==> src/rtl/bp_commit_perf_mon.sv <==
// Commit-stage performance monitor: counts retired and stalled
// cycles between boot completion and test end, with a no-commit watchdog.
module bp_commit_perf_mon #(
  parameter int cnt_width_p       = 30,
  parameter int boot_addr_width_p = 9,
  parameter int boot_done_addr_p  = 511,
  parameter int watchdog_p        = 65535
) (
  input  logic                         clk_i,
  input  logic                         reset_n_i,
  input  logic [boot_addr_width_p-1:0] boot_rom_addr_i,
  input  logic                         cmt_exc_v_i,
  input  logic                         fe_nop_v_i,
  input  logic                         be_nop_v_i,
  input  logic                         me_nop_v_i,
  input  logic                         test_done_i,
  output logic [cnt_width_p-1:0]       instr_cnt_o,
  output logic [cnt_width_p-1:0]       clock_cnt_o,
  output logic [cnt_width_p-1:0]       stall_cnt_o,
  output logic [2:0]                   state_o,
  output logic                         report_v_o,
  input  logic                         report_yumi_i,
  output logic                         timeout_o
);

  localparam int wd_w = $clog2(watchdog_p + 1);

  localparam logic [wd_w-1:0] wd_max =
    wd_w'(watchdog_p);

  localparam logic [cnt_width_p-1:0] cnt_max = '1;

  localparam logic [boot_addr_width_p-1:0] boot_done =
    boot_addr_width_p'(boot_done_addr_p);

  typedef enum logic [2:0] {
    e_wait_boot = 3'd0,
    e_run       = 3'd1,
    e_report    = 3'd2,
    e_halt      = 3'd3
  } state_e;

  state_e state_q, state_d;

  logic [cnt_width_p-1:0] instr_q, instr_d;
  logic [cnt_width_p-1:0] clock_q, clock_d;
  logic [cnt_width_p-1:0] stall_q, stall_d;
  logic [wd_w-1:0]        wd_q, wd_d, wd_inc;
  logic                   timeout_q, timeout_d;
  logic                   retire;
  logic                   wd_hit;

  function automatic logic [cnt_width_p-1:0] sat_inc(
    input logic [cnt_width_p-1:0] v
  );
    return (v == cnt_max) ? v : v + cnt_width_p'(1);
  endfunction

  assign retire = ~(cmt_exc_v_i | fe_nop_v_i |
                    be_nop_v_i  | me_nop_v_i);

  assign wd_inc = wd_q + wd_w'(1);
  assign wd_hit = ~retire & (wd_inc == wd_max);

  // Next-state, counter and watchdog update; test_done beats watchdog.
  always_comb begin
    state_d   = state_q;
    instr_d   = instr_q;
    clock_d   = clock_q;
    stall_d   = stall_q;
    wd_d      = wd_q;
    timeout_d = timeout_q;
    unique case (state_q)
      e_wait_boot: begin
        if (boot_rom_addr_i == boot_done) state_d = e_run;
      end
      e_run: begin
        clock_d = sat_inc(clock_q);
        if (retire) begin
          instr_d = sat_inc(instr_q);
          wd_d    = '0;
        end else begin
          stall_d = sat_inc(stall_q);
          wd_d    = wd_inc;
        end
        if (test_done_i) begin
          state_d   = e_report;
          timeout_d = 1'b0;
        end else if (wd_hit) begin
          state_d   = e_report;
          timeout_d = 1'b1;
        end
      end
      e_report: begin
        if (report_yumi_i) state_d = e_halt;
      end
      e_halt: begin
        state_d = e_halt;
      end
      default: begin
        state_d = e_wait_boot;
      end
    endcase
  end

  // State and counter registers, cleared asynchronously on reset.
  always_ff @(posedge clk_i or negedge reset_n_i) begin
    if (!reset_n_i) begin
      state_q   <= e_wait_boot;
      instr_q   <= '0;
      clock_q   <= '0;
      stall_q   <= '0;
      wd_q      <= '0;
      timeout_q <= 1'b0;
    end else begin
      state_q   <= state_d;
      instr_q   <= instr_d;
      clock_q   <= clock_d;
      stall_q   <= stall_d;
      wd_q      <= wd_d;
      timeout_q <= timeout_d;
    end
  end

  assign instr_cnt_o = instr_q;
  assign clock_cnt_o = clock_q;
  assign stall_cnt_o = stall_q;
  assign state_o     = state_q;
  assign report_v_o  = (state_q == e_report);
  assign timeout_o   = timeout_q;

endmodule

==> config.mk <==
export PLATFORM = sky130hd
export DESIGN_NAME = bp_commit_perf_mon
export DESIGN_NICKNAME = d
export VERILOG_FILES = /design/src/rtl/bp_commit_perf_mon.sv
export SDC_FILE = /design/constraint.sdc
export NUM_CORES = 1
export LEC_CHECK = 0
export CORE_MARGIN = 3
export CORE_UTILIZATION = 45
export DETAILED_ROUTE_END_ITERATION = 8
export GPL_ROUTABILITY_DRIVEN = 0
export MAX_ROUTING_LAYER = met4
export PLACE_DENSITY = 0.78
export RECOVER_POWER = 50
export SYNTH_ARGS = -nofsm -noshare
export SYNTH_HDL_FRONTEND = slang
export SYNTH_SLANG_ARGS = --single-unit
==> constraint.sdc <==
create_clock -name clk_i -period 2 [get_ports clk_i]
set_input_delay 0.6 -clock clk_i [delete_from_list [all_inputs] [get_ports clk_i]]
set_output_delay 0.6 -clock clk_i [all_outputs]
set_load 0.005 [all_outputs]
Yosys cells after proc, flatten, opt, wreduce, memory -nomap -nowiden
Index checks and enable logic that the tools add are counted.
{ "totals": {"register_bits": 110, "elab_cells": 44, "input_bits": 17} }
{ "op_classes": {"bitwise": 8, "n_addsub": 4, "reduce_logical": 7, "eq_ne": 11, "muxes": 8} }
{ "ops": {"columns": ["cell", "n"], "rows": [
  ["$add A30 B1 Y30 const B", 3],
  ["$eq A30 B30 Y1 const B", 3],
  ["$add A16 B1 Y16 const B", 1],
  ["$eq A16 B16 Y1 const B", 1],
  ["$mux W16", 1],
  ["$mux W3", 4],
  ["$pmux W3 S4", 1],
  ["$eq A9 B9 Y1 const B", 1],
  ["$reduce_and A3 Y1", 3],
  ["$eq A3 B2 Y1 const B", 2],
  ["$not A1 Y1", 4],
  ["$reduce_and A2 Y1", 2],
  ["$eq A3 B1 Y1 const B", 1],
  ["$logic_not A3 Y1", 1],
  ["$ne A3 B3 Y1 const B", 1],
  ["$or A1 B1 Y1", 3],
  ["$mux W1", 2],
  ["$ne A2 B1 Y1 const B", 1],
  ["$ne A2 B2 Y1 const B", 1],
  ["$reduce_bool A2 Y1", 1],
  ["$and A1 B1 Y1", 1]
]} }

Logic depth before layout (Yosys ltp)
Gate-level depths: netlist of the first run.
{ "depth": {"word_depth": 7, "depth_mapped": 8, "mapped_depth_nobuf": 7} }

Worst setup path before layout of the first run
No wires, ideal clock.
{ "synth_path": {"kind": "input-to-reg", "from": "in fe_nop_v_i", "to": "reg instr_q[29] (netlist: instr_cnt_o[29])", "arrival_time_ns": 2.024, "required_ns": 1.921, "cell_stages": 5, "setup_slack_ns": -0.103, "cell_sequence": "or4_4 > nor3_4 > nand4b_1 > nor3_1 > xor2_1"} }
{ "synth_via": {"elab_chain_len": 5} }
{ "synth_lines": {"columns": ["item", "line_no", "text"], "rows": [
  ["start: declaration", "13", "input logic fe_nop_v_i,"],
  ["$or A1 B1 Y1 (2 in series)", "59", "assign retire = ~(cmt_exc_v_i | fe_nop_v_i |"],
  ["$or A1 B1 Y1", "60", "be_nop_v_i | me_nop_v_i);"],
  ["$not A1 Y1 (no line)", null, null],
  ["$reduce_and A3 Y1 (no line)", null, null],
  ["end signal: assignment", "117", "instr_q <= instr_d;"],
  ["end: declaration", "45", "logic [cnt_width_p-1:0] instr_q, instr_d;"]
]} }
Every way passes these cells.
A chain may end at the register's enable or synchronous reset.

Worst setup path after layout of the first run
{ "layout_path": {"from": "reg clock_q[10] (netlist: clock_cnt_o[10])", "to": "reg clock_q[21] (netlist: clock_cnt_o[21])"} }
{ "layout_via": {"elab_chain_len": 3} }
{ "layout_lines": {"columns": ["item", "line_no", "text"], "rows": [
  ["start: declaration", "46", "logic [cnt_width_p-1:0] clock_q, clock_d;"],
  ["start signal: assignment", "118", "clock_q <= clock_d;"],
  ["branches (longest 3 deep; another with $add A30 B1 Y30)", null, null]
]} }
Several ways; the timed one is not identified.

==> results of run 1 <==
sequential cells by signal, indices dropped and copies added, names as in the netlist:
signal and cells:
clock_cnt_o 30, instr_cnt_o 30, stall_cnt_o 30, state_o 2, timeout_o 1, wd_q 16
kinds of logic after synthesis:
group / Yosys count / share of synthesized area, %
AND/OR/NAND/NOR: 242 / 26.20
flip-flops: 109 / 48.86
XOR/XNOR: 89 / 13.96
AO/OA/AOI/OAI: 56 / 6.746
buffers and inverters: 32 / 2.465
adder cells (fa/ha/maj): 5 / 1.121
multiplexers: 3 / 0.5827
other: 1 / 0.06717
power breakdown:
part / switching, mW / internal (mW)
registers: 0.142 / 2.32
logic: 0.368 / 0.402
clock network: 0.823 / 1.18
total: 1.33 / 3.90
path summary, 6_finish.rpt:
check	to	cells after the start
max	clock_cnt_o[21]	7
min reg2reg	instr_cnt_o[23]	1
max reg2reg	clock_cnt_o[21]	7
min	clock_cnt_o[24]	1
max in group asynchronous	stall_cnt_o[24]	2
min in group clk_i	instr_cnt_o[23]	1
synthesized netlist by cell type, drive strengths merged (9+ instances only):
master	number
nand4	40
nand3	31
xnor2	52
and4	15
dfrtp	109
xor2	37
clkbuf	9
nor4	19
nor3	25
nor2	18
buf	9
nand2	55
inv	14
o21ai	24
layer usage:
layer / track usage (%) / share of wire (%)
met1: 28.40 / 43
met2: 36.63 / 49
met3: 4.147 / 5.0
met4: 7.258 / 2.2
met5: - / 0
placed cells by master, fill, tap and decap left out, types with 3 or more instances in the layout:
master             n
dfrtp_1          105
clkdlybuf4s50_1   96
buf_4             72
xnor2_1           51
nand2_1           50
nand4_1           39
xor2_1            37
nand3_1           30
o21ai_0           24
nor2_1            14
inv_1             14
and4_1            14
nor3_1            10
clkbuf_16         10
nor3_2             8
buf_6              8
nor4_1             7
nor3_4             7
nor4_4             7
and3_1             7
a31oi_1            6
a21oi_1            6
o31ai_1            6
clkbuf_1           6
nand4b_1           5
nor4_2             5
dlygate4sd2_1      5
dlymetal6s2s_1     5
nand2b_1           4
or3_4              4
dfrtp_2            4
nand2_2            3
nand3b_1           3
nor2b_1            3
nor2_4             3
and2_1             3
ha_2               3
cell type report:
class | instances | area (µm²) | share of cell area (%)
clock buffer | 12 | 256.5 | 3.136
clock inverter | 4 | 78.83 | 0.9636
inverter | 14 | 52.55 | 0.6424
multi-input combinational | 396 | 3028 | 37.01
sequential | 109 | 2733 | 33.40
tap | 168 | 210.2 | 2.570
timing repair buffer | 200 | 1822 | 22.27
timing repair:
item,CTS,global route
setup buffers,7,13
setup endpoints to repair,60,77
cloned,1,0
pin swaps,15,17
resized for setup,26,56
through the flow:
stage,setup slack (ns),power (mW),setup TNS (ns)
after global placement,-0.5705,3.153,-24.56
final,-0.04138,5.230,-0.1078
after detailed placement,-0.6082,3.188,-27.26
after CTS,-0.05555,5.190,-0.8168
after floorplan,-0.03721,2.751,-0.2878
after global routing,-0.1226,5.449,-2.196
==> run summary, run 1 <==
Outcome: finished, violations left
Failing checks: setup timing
Via count: 5093
Cell area after synthesis: 5583 µm²
Maximum fanout along the worst path: 4
Worst Setup SP: clock_cnt_o[10]
Core Box Area: 12060 µm²
Post-route clock skew: 0.009891 ns
CTS tree: done
Final period util: 102.1%
Routed Antenna Nets: 0
Starting Density: 46.29%
Area leader, netlist: dfrtp_1
Crit-path max cell delay: 0.54 ns
Pre-antenna DRT Iters: 6
Setup CP Type: register to register
Min Tclk post-route: 2.041 ns
Hold-fix buffers, CTS: 0
Vias in the first global route: 5070
CTS clk-pin slew, worst paths: 0.07 ns
FP Rows: 40
Hold Violations, Final: 0
RR Startpoint: clock_cnt_o[10]
Tightest Pin Transition: 0.7863 ns
Die area: 13780 µm²
Post-synthesis sequential area ratio: 48.86%
WL/cell: 17.28 µm
CP Capture Type: register
PwrDens: 639.3 nW/µm²
CP most frequent cell: buf_4
Total wire length: 15600 µm
YS warnings: 0
Syn Area/Cell: 10.40 µm²
Clock Latency Late Sink: 0.35 ns
LEAKAGE: 3.645 nW
EDFF count, synth: 0
Layout cells sized above 1: 23.13%
Setup violations, final: 5
WHS: 0.3259 ns
Post-DP HPWL: 10380 µm
Layout net count: 752
Slowest-stage cell, CP: or4_4
Fin cells: 903
Core Util, Final: 67.82%
Diode count: 0
Placed Area: 7412 µm²
Total grt overflow: 0
Post-synth ARST share: 100.0%
Largest net degree at the start of global routing: 41
R2R Setup Slk: -0.04 ns
DR iter-0 viols: 330
Max_cap viols: 0
Area grow syn2layout: 46.53%
First-pass GRT wire length: 25050 µm
H-Tree Depth: 3
Area contributors post-synth: dfrtp_1, xnor2_1, xor2_1
Yosys cell types: 52
Vias per cell: 5.640
CP Cell Sequence: and4_2 -> nand4_1 -> buf_4 -> or4_4 -> buf_4 -> nor2_4 -> xnor2_1
CP Data Arrival Time: 2.30 ns
Ys flop type: dfrtp_1
Synth Instances: 537
Post-synth top area share: 48.86%
I/O pin count: 112
Cts bufs inserted: 9
Die width: 117.4 µm
Setup crit start kind: register
Detailed-route DRC error count: 0
Fmax: 489.9 MHz
Worst Path Required: 2.26 ns
Family with the most delay on the worst path: simple AND/OR/NAND/NOR gates
Slew headroom: 47.58%
Initial antenna violation count: 0
Syn nets: 559
Final Worst Setup Slack: -0.04138 ns
RSZ-0062 raised after global routing: yes
Clock Tree Root: clkbuf_16
Post-synthesis register bit count: 109
Fillers: 879
Worst Hold Class: primary input to asynchronous set/reset pin
CTS sink count: 109
Cell area after layout: 8180 µm²
DP Cell Count: 866
GRT Resource Usage Total: 22.40%
Crit path buf inv count: 2
Die Y: 117.4 µm
Worst vdd ir: 548.7 µV
Max clock buf depth: 2
Final Slew Violations: 0
Port bufs: 110
(Power assumes the default switching activity.)
==> run 2: changes to the inputs <==
--- a/config.mk
+++ b/config.mk
@@ -10,7 +10,7 @@
 export DETAILED_ROUTE_END_ITERATION = 8
 export GPL_ROUTABILITY_DRIVEN = 0
 export MAX_ROUTING_LAYER = met4
-export PLACE_DENSITY = 0.78
+export PLACE_DENSITY = 0.79
 export RECOVER_POWER = 50
 export SYNTH_ARGS = -nofsm -noshare
 export SYNTH_HDL_FRONTEND = slang
==> run summary, run 2 (synthesis gave the netlist of run 1 again) <==
Port bufs: 110
Hold Violations, Final: 0
Switch Pwr: 1.330 mW
Initial antenna violation count: 0
Final Worst Setup Slack: -0.0006799 ns
Outcome: finished, violations left
Switching share of power: 25.90%
CTS clk-pin slew, worst paths: 0.08 ns
Die Y: 117.4 µm
Total grt overflow: 0
Area grow syn2layout: 43.05%
Vias in the first global route: 4843
Worst vdd ir: 446.2 µV
CTS tree: done
Setup violations, final: 1
Place WS: -0.6296 ns
FP Rows: 40
Largest net degree at the start of global routing: 110
Worst Hold Class: register to register
Pre-antenna DRT Iters: 4
Max_cap viols: 0
Maximum fanout along the worst path: 5
WHS: 0.4926 ns
GRT Resource Usage Total: 21.17%
GR Layer Usage met1: 26.48%
RSZ-0062 raised after global routing: yes
Clk pwr share: 38.2%
Layout cells sized above 1: 21.13%
Die area: 13780 µm²
Core Box Area: 12060 µm²
Fin cells: 892
Layout net count: 742
CP Cell Sequence: nand2_1 -> or3_4 -> o41ai_4 -> buf_6 -> clkbuf_16 -> nor4_2 -> xor2_1
Failing checks: setup timing
Vias per cell: 5.517
Fmax: 499.8 MHz
Die width: 117.4 µm
Placed Area: 7355 µm²
Slew headroom: 1.768%
Worst Path Required: 2.23 ns
Final Slew Violations: 0
Post-route clock skew: 0.008287 ns
Total Negative Setup Slacks: -0.0006799 ns
WL/cell: 17.03 µm
Met2 track demand over resource: 35.12%
Int Power: 3.805 mW
I/O pin count: 112
Routed Antenna Nets: 0
Via count: 4921
Total wire length: 15190 µm
DR iter-0 viols: 286
Cell area after layout: 7986 µm²
Hold-fix buffers, CTS: 0
Sequential power share: 47.6%
Logic pwr share: 14.2%
Fillers: 920
CP Data Arrival Time: 2.23 ns
Most frequent cells in the layout: dfrtp_1, clkdlybuf4s50_1, buf_4
Crit-path max cell delay: 0.43 ns
Diode count: 0
Most common cell after layout, fill and taps aside: dfrtp_1
PwrDens: 643.0 nW/µm²
Slowest-stage cell, CP: or3_4
Final period util: 100.0%
DP Cell Count: 860
Max clock buf depth: 2
Cts bufs inserted: 9
Tightest Pin Transition: 1.473 ns
First-pass GRT wire length: 23760 µm
Starting Density: 46.29%
Detailed-route DRC error count: 0
M3 GR Usage: 4.581%
Setup CP Type: register to register
Clock Tree Root: clkbuf_16
Clock Latency Late Sink: 0.36 ns
Min Tclk post-route: 2.001 ns
CTS sink count: 109
Setup crit start kind: register
H-Tree Depth: 3
LEAKAGE: 3.483 nW
Post-DP HPWL: 10130 µm
CP Capture Type: register
Global route hottest layer: met2
==> run 2: cell types whose count changed in the layout (fill, tap and decap cells not counted), sizes merged, moves of 2 or more <==
| cell | before | now |
|---|---|---|
| buf | 82 | 68 |
| clkinv | 0 | 2 |
| dlygate4sd2 | 5 | 3 |
| dlymetal6s2s | 5 | 7 |
==> run 2: path summary, 6_finish.rpt <==
check                                      from               to  slack (ns)  depth (start not counted)
worst max register to register   clock_cnt_o[5]  clock_cnt_o[25]     -0.0007                          7
worst min-delay path            stall_cnt_o[10]  stall_cnt_o[10]        0.49                          1
min in group asynchronous             reset_n_i        timeout_o        0.71                          2
max in group asynchronous             reset_n_i  instr_cnt_o[12]        0.28                          2
worst max-delay path             clock_cnt_o[5]  clock_cnt_o[25]     -0.0007                          7
worst min register to register  stall_cnt_o[10]  stall_cnt_o[10]        0.49                          1
==> run 2: timing repair <==
item                                    4_1_cts  5_1_grt
endpoints found under the setup margin       62       67
resized for setup                            21       47
buffers inserted                              4       10
gates cloned                                  0        3
pin swaps                                    10       14
==> run 2: power groups by stage <==
stage,Clock [mW],Sequential [mW],Combinational [mW]
5_1_grt,2.07,2.47,0.808
3_3_place_gp,0,2.46,0.677
4_1_cts,1.98,2.43,0.714
6_report,1.96,2.44,0.731
3_5_place_dp,0,2.47,0.704
2_1_floorplan,0,2.49,0.261
==> run 2: layout make-up <==
cell class,count,area (µm²),share of cell area (%)
Clock buffer,9,225.2,2.820
Clock inverter,6,93.84,1.175
Inverter,14,52.55,0.6580
Multi-Input combinational cell,396,2932,36.71
Sequential cell,109,2739,34.29
Tap cell,168,210.2,2.632
Timing Repair Buffer,190,1734,21.71
==> run 2: routing by layer <==
layer	up-vias	share of wire, %
met3	18	5.3
met5	-	0
met2	159	52
li1	2312	-
met4	0	1.5
met1	2432	42
==> run 2: metrics by stage <==
stage               utilization, %  power, mW
floorplan                        -      2.751
global placement             60.98      3.141
detailed placement           60.98      3.175
CTS                          64.15      5.122
global route                 66.21      5.341
finish                       66.21      5.135
==> run 2: critical path: cells and delay by family (launching register included) <==
kind | cells | cell delay, ns
buffers and inverters | 2 | 0.35
and+or+nand+nor | 3 | 0.62
DFF | 1 | 0.42
xor gates and xnor gates | 1 | 0.13
AOI/OAI and AO/OA | 1 | 0.34
==> run 3: changes to the inputs <==
--- a/config.mk
+++ b/config.mk
@@ -5,13 +5,16 @@
 export SDC_FILE = /design/constraint.sdc
 export NUM_CORES = 1
 export LEC_CHECK = 0
+export CORE_ASPECT_RATIO = 1.1
 export CORE_MARGIN = 3
 export CORE_UTILIZATION = 45
 export DETAILED_ROUTE_END_ITERATION = 8
 export GPL_ROUTABILITY_DRIVEN = 0
+export HOLD_SLACK_MARGIN = 0.02
 export MAX_ROUTING_LAYER = met4
 export PLACE_DENSITY = 0.79
 export RECOVER_POWER = 50
+export SKIP_CTS_REPAIR_TIMING = 1
 export SYNTH_ARGS = -nofsm -noshare
 export SYNTH_HDL_FRONTEND = slang
 export SYNTH_SLANG_ARGS = --single-unit
==> run summary, run 3 (synthesis gave the netlist of run 1 again) <==
Outcome: finished, violations left
Failing checks: setup timing
Die width: 112.2 µm
Port bufs: 110
Fmax: 493.7 MHz
Max clock buf depth: 2
Worst vdd ir: 441.8 µV
Worst Setup SP: me_nop_v_i
Total wire length: 14590 µm
Area grow syn2layout: 40.12%
CP Data Arrival Time: 2.30 ns
CTS sink count: 109
Fillers: 945
Min Tclk post-route: 2.025 ns
R2R Setup Slk: 0 ns
Most frequent cells in the layout: dfrtp_1, clkdlybuf4s50_1, buf_4
Final Worst Setup Slack: -0.02536 ns
WL/cell: 16.62 µm
PwrDens: 623.4 nW/µm²
End of the worst register-to-register path: clock_cnt_o[15]
CTS tree: done
Clock Latency Late Sink: 0.35 ns
Setup crit start kind: primary input
Layout cells sized above 1: 19.61%
Cts bufs inserted: 9
Largest net degree at the start of global routing: 36
Final period util: 101.3%
Post-DP HPWL: 10590 µm
Total grt overflow: 0
GRT Resource Usage Total: 20.73%
Maximum fanout along the worst path: 5
Detailed-route DRC error count: 0
Core Util, Final: 64.72%
Worst r2r path cells: 7
Family with the most delay on the worst path: simple AND/OR/NAND/NOR gates
Pre-antenna DRT Iters: 4
Setup violations, final: 3
Tightest Pin Transition: 0.8586 ns
Routed Antenna Nets: 0
Starting Density: 46.19%
Die area: 13780 µm²
Setup CP Type: primary input to register
Worst Path Required: 2.28 ns
Core Box Area: 12090 µm²
Crit path buf inv count: 1
Diode count: 0
Layout net count: 742
Worst Hold Class: primary input to asynchronous set/reset pin
Vias in the first global route: 4738
I/O pin count: 112
Total Negative Setup Slacks: -0.03399 ns
CP Cell Sequence: buf_8 -> or4_4 -> nor3_4 -> nand4b_1 -> nor3_2 -> xor2_1
Slew headroom: 42.76%
Place WS: -0.7243 ns
Vias per cell: 5.613
Crit-path max cell delay: 0.56 ns
Clock Tree Root: clkbuf_16
Slowest-stage cell, CP: or4_4
Max_cap viols: 0
H-Tree Depth: 3
Final Slew Violations: 0
Initial antenna violation count: 0
Via count: 4928
Die Y: 122.8 µm
FP Rows: 42
LEAKAGE: 3.423 nW
First-pass GRT wire length: 22690 µm
Most common cell after layout, fill and taps aside: dfrtp_1
RR Startpoint: clock_cnt_o[5]
DR iter-0 viols: 348
Hold Violations, Final: 0
CP Capture Type: register
RSZ-0062 raised after global routing: yes
Post-route clock skew: 0.01235 ns
CTS clk-pin slew, worst paths: 0.08 ns
run 3: power breakdown:
group          leakage (nW)  internal (mW)  switching [mW]
Combinational          1.83          0.405           0.349
Clock                 0.135          0.858           0.838
Sequential             1.46           2.32           0.111
Total                  3.42           3.58            1.30
run 3: area by class of cell:
class                      instances  area, µm²  area share [%]
multi-input combinational        396       2846           36.39
sequential                       109       2736           34.98
timing repair buffer             190       1723           22.02
clock buffer                      10      229.0           2.927
tap                              154      192.7           2.463
inverter                          14      52.55          0.6718
clock inverter                     5      42.54          0.5438
run 3: metal layers:
layer | track usage, % | vias up | routed length (µm)
met5 | - | - | 0
met4 | 6.011 | 0 | 217
met3 | 4.241 | 24 | 860
met2 | 34.31 | 178 | 7186
met1 | 26.00 | 2411 | 6323
li1 | - | 2315 | -
run 3: per-stage QoR:
step                      std cells  power [mW]  instance area, µm²  hold WS [ns]
after floorplan                 537       2.751                5625        0.3044
after global placement          852       3.185                7395        0.4610
after detailed placement        852       3.216                7395        0.4747
after CTS                       867       4.904                7666        0.2000
after global routing            878       5.115                7823        0.3726
final                           878       4.876                7823        0.3217
run 3: worst max path at each step:
stage | to | slack (ns) | cells after the start
global route | clock_cnt_o[15] | -0.10 | 8
finish | instr_cnt_o[29] | -0.03 | 6
floorplan | instr_cnt_o[29] | -0.04 | 5
detailed placement | instr_cnt_o[29] | -0.72 | 6
global placement | instr_cnt_o[29] | -0.65 | 6
CTS | instr_cnt_o[29] | -0.34 | 6
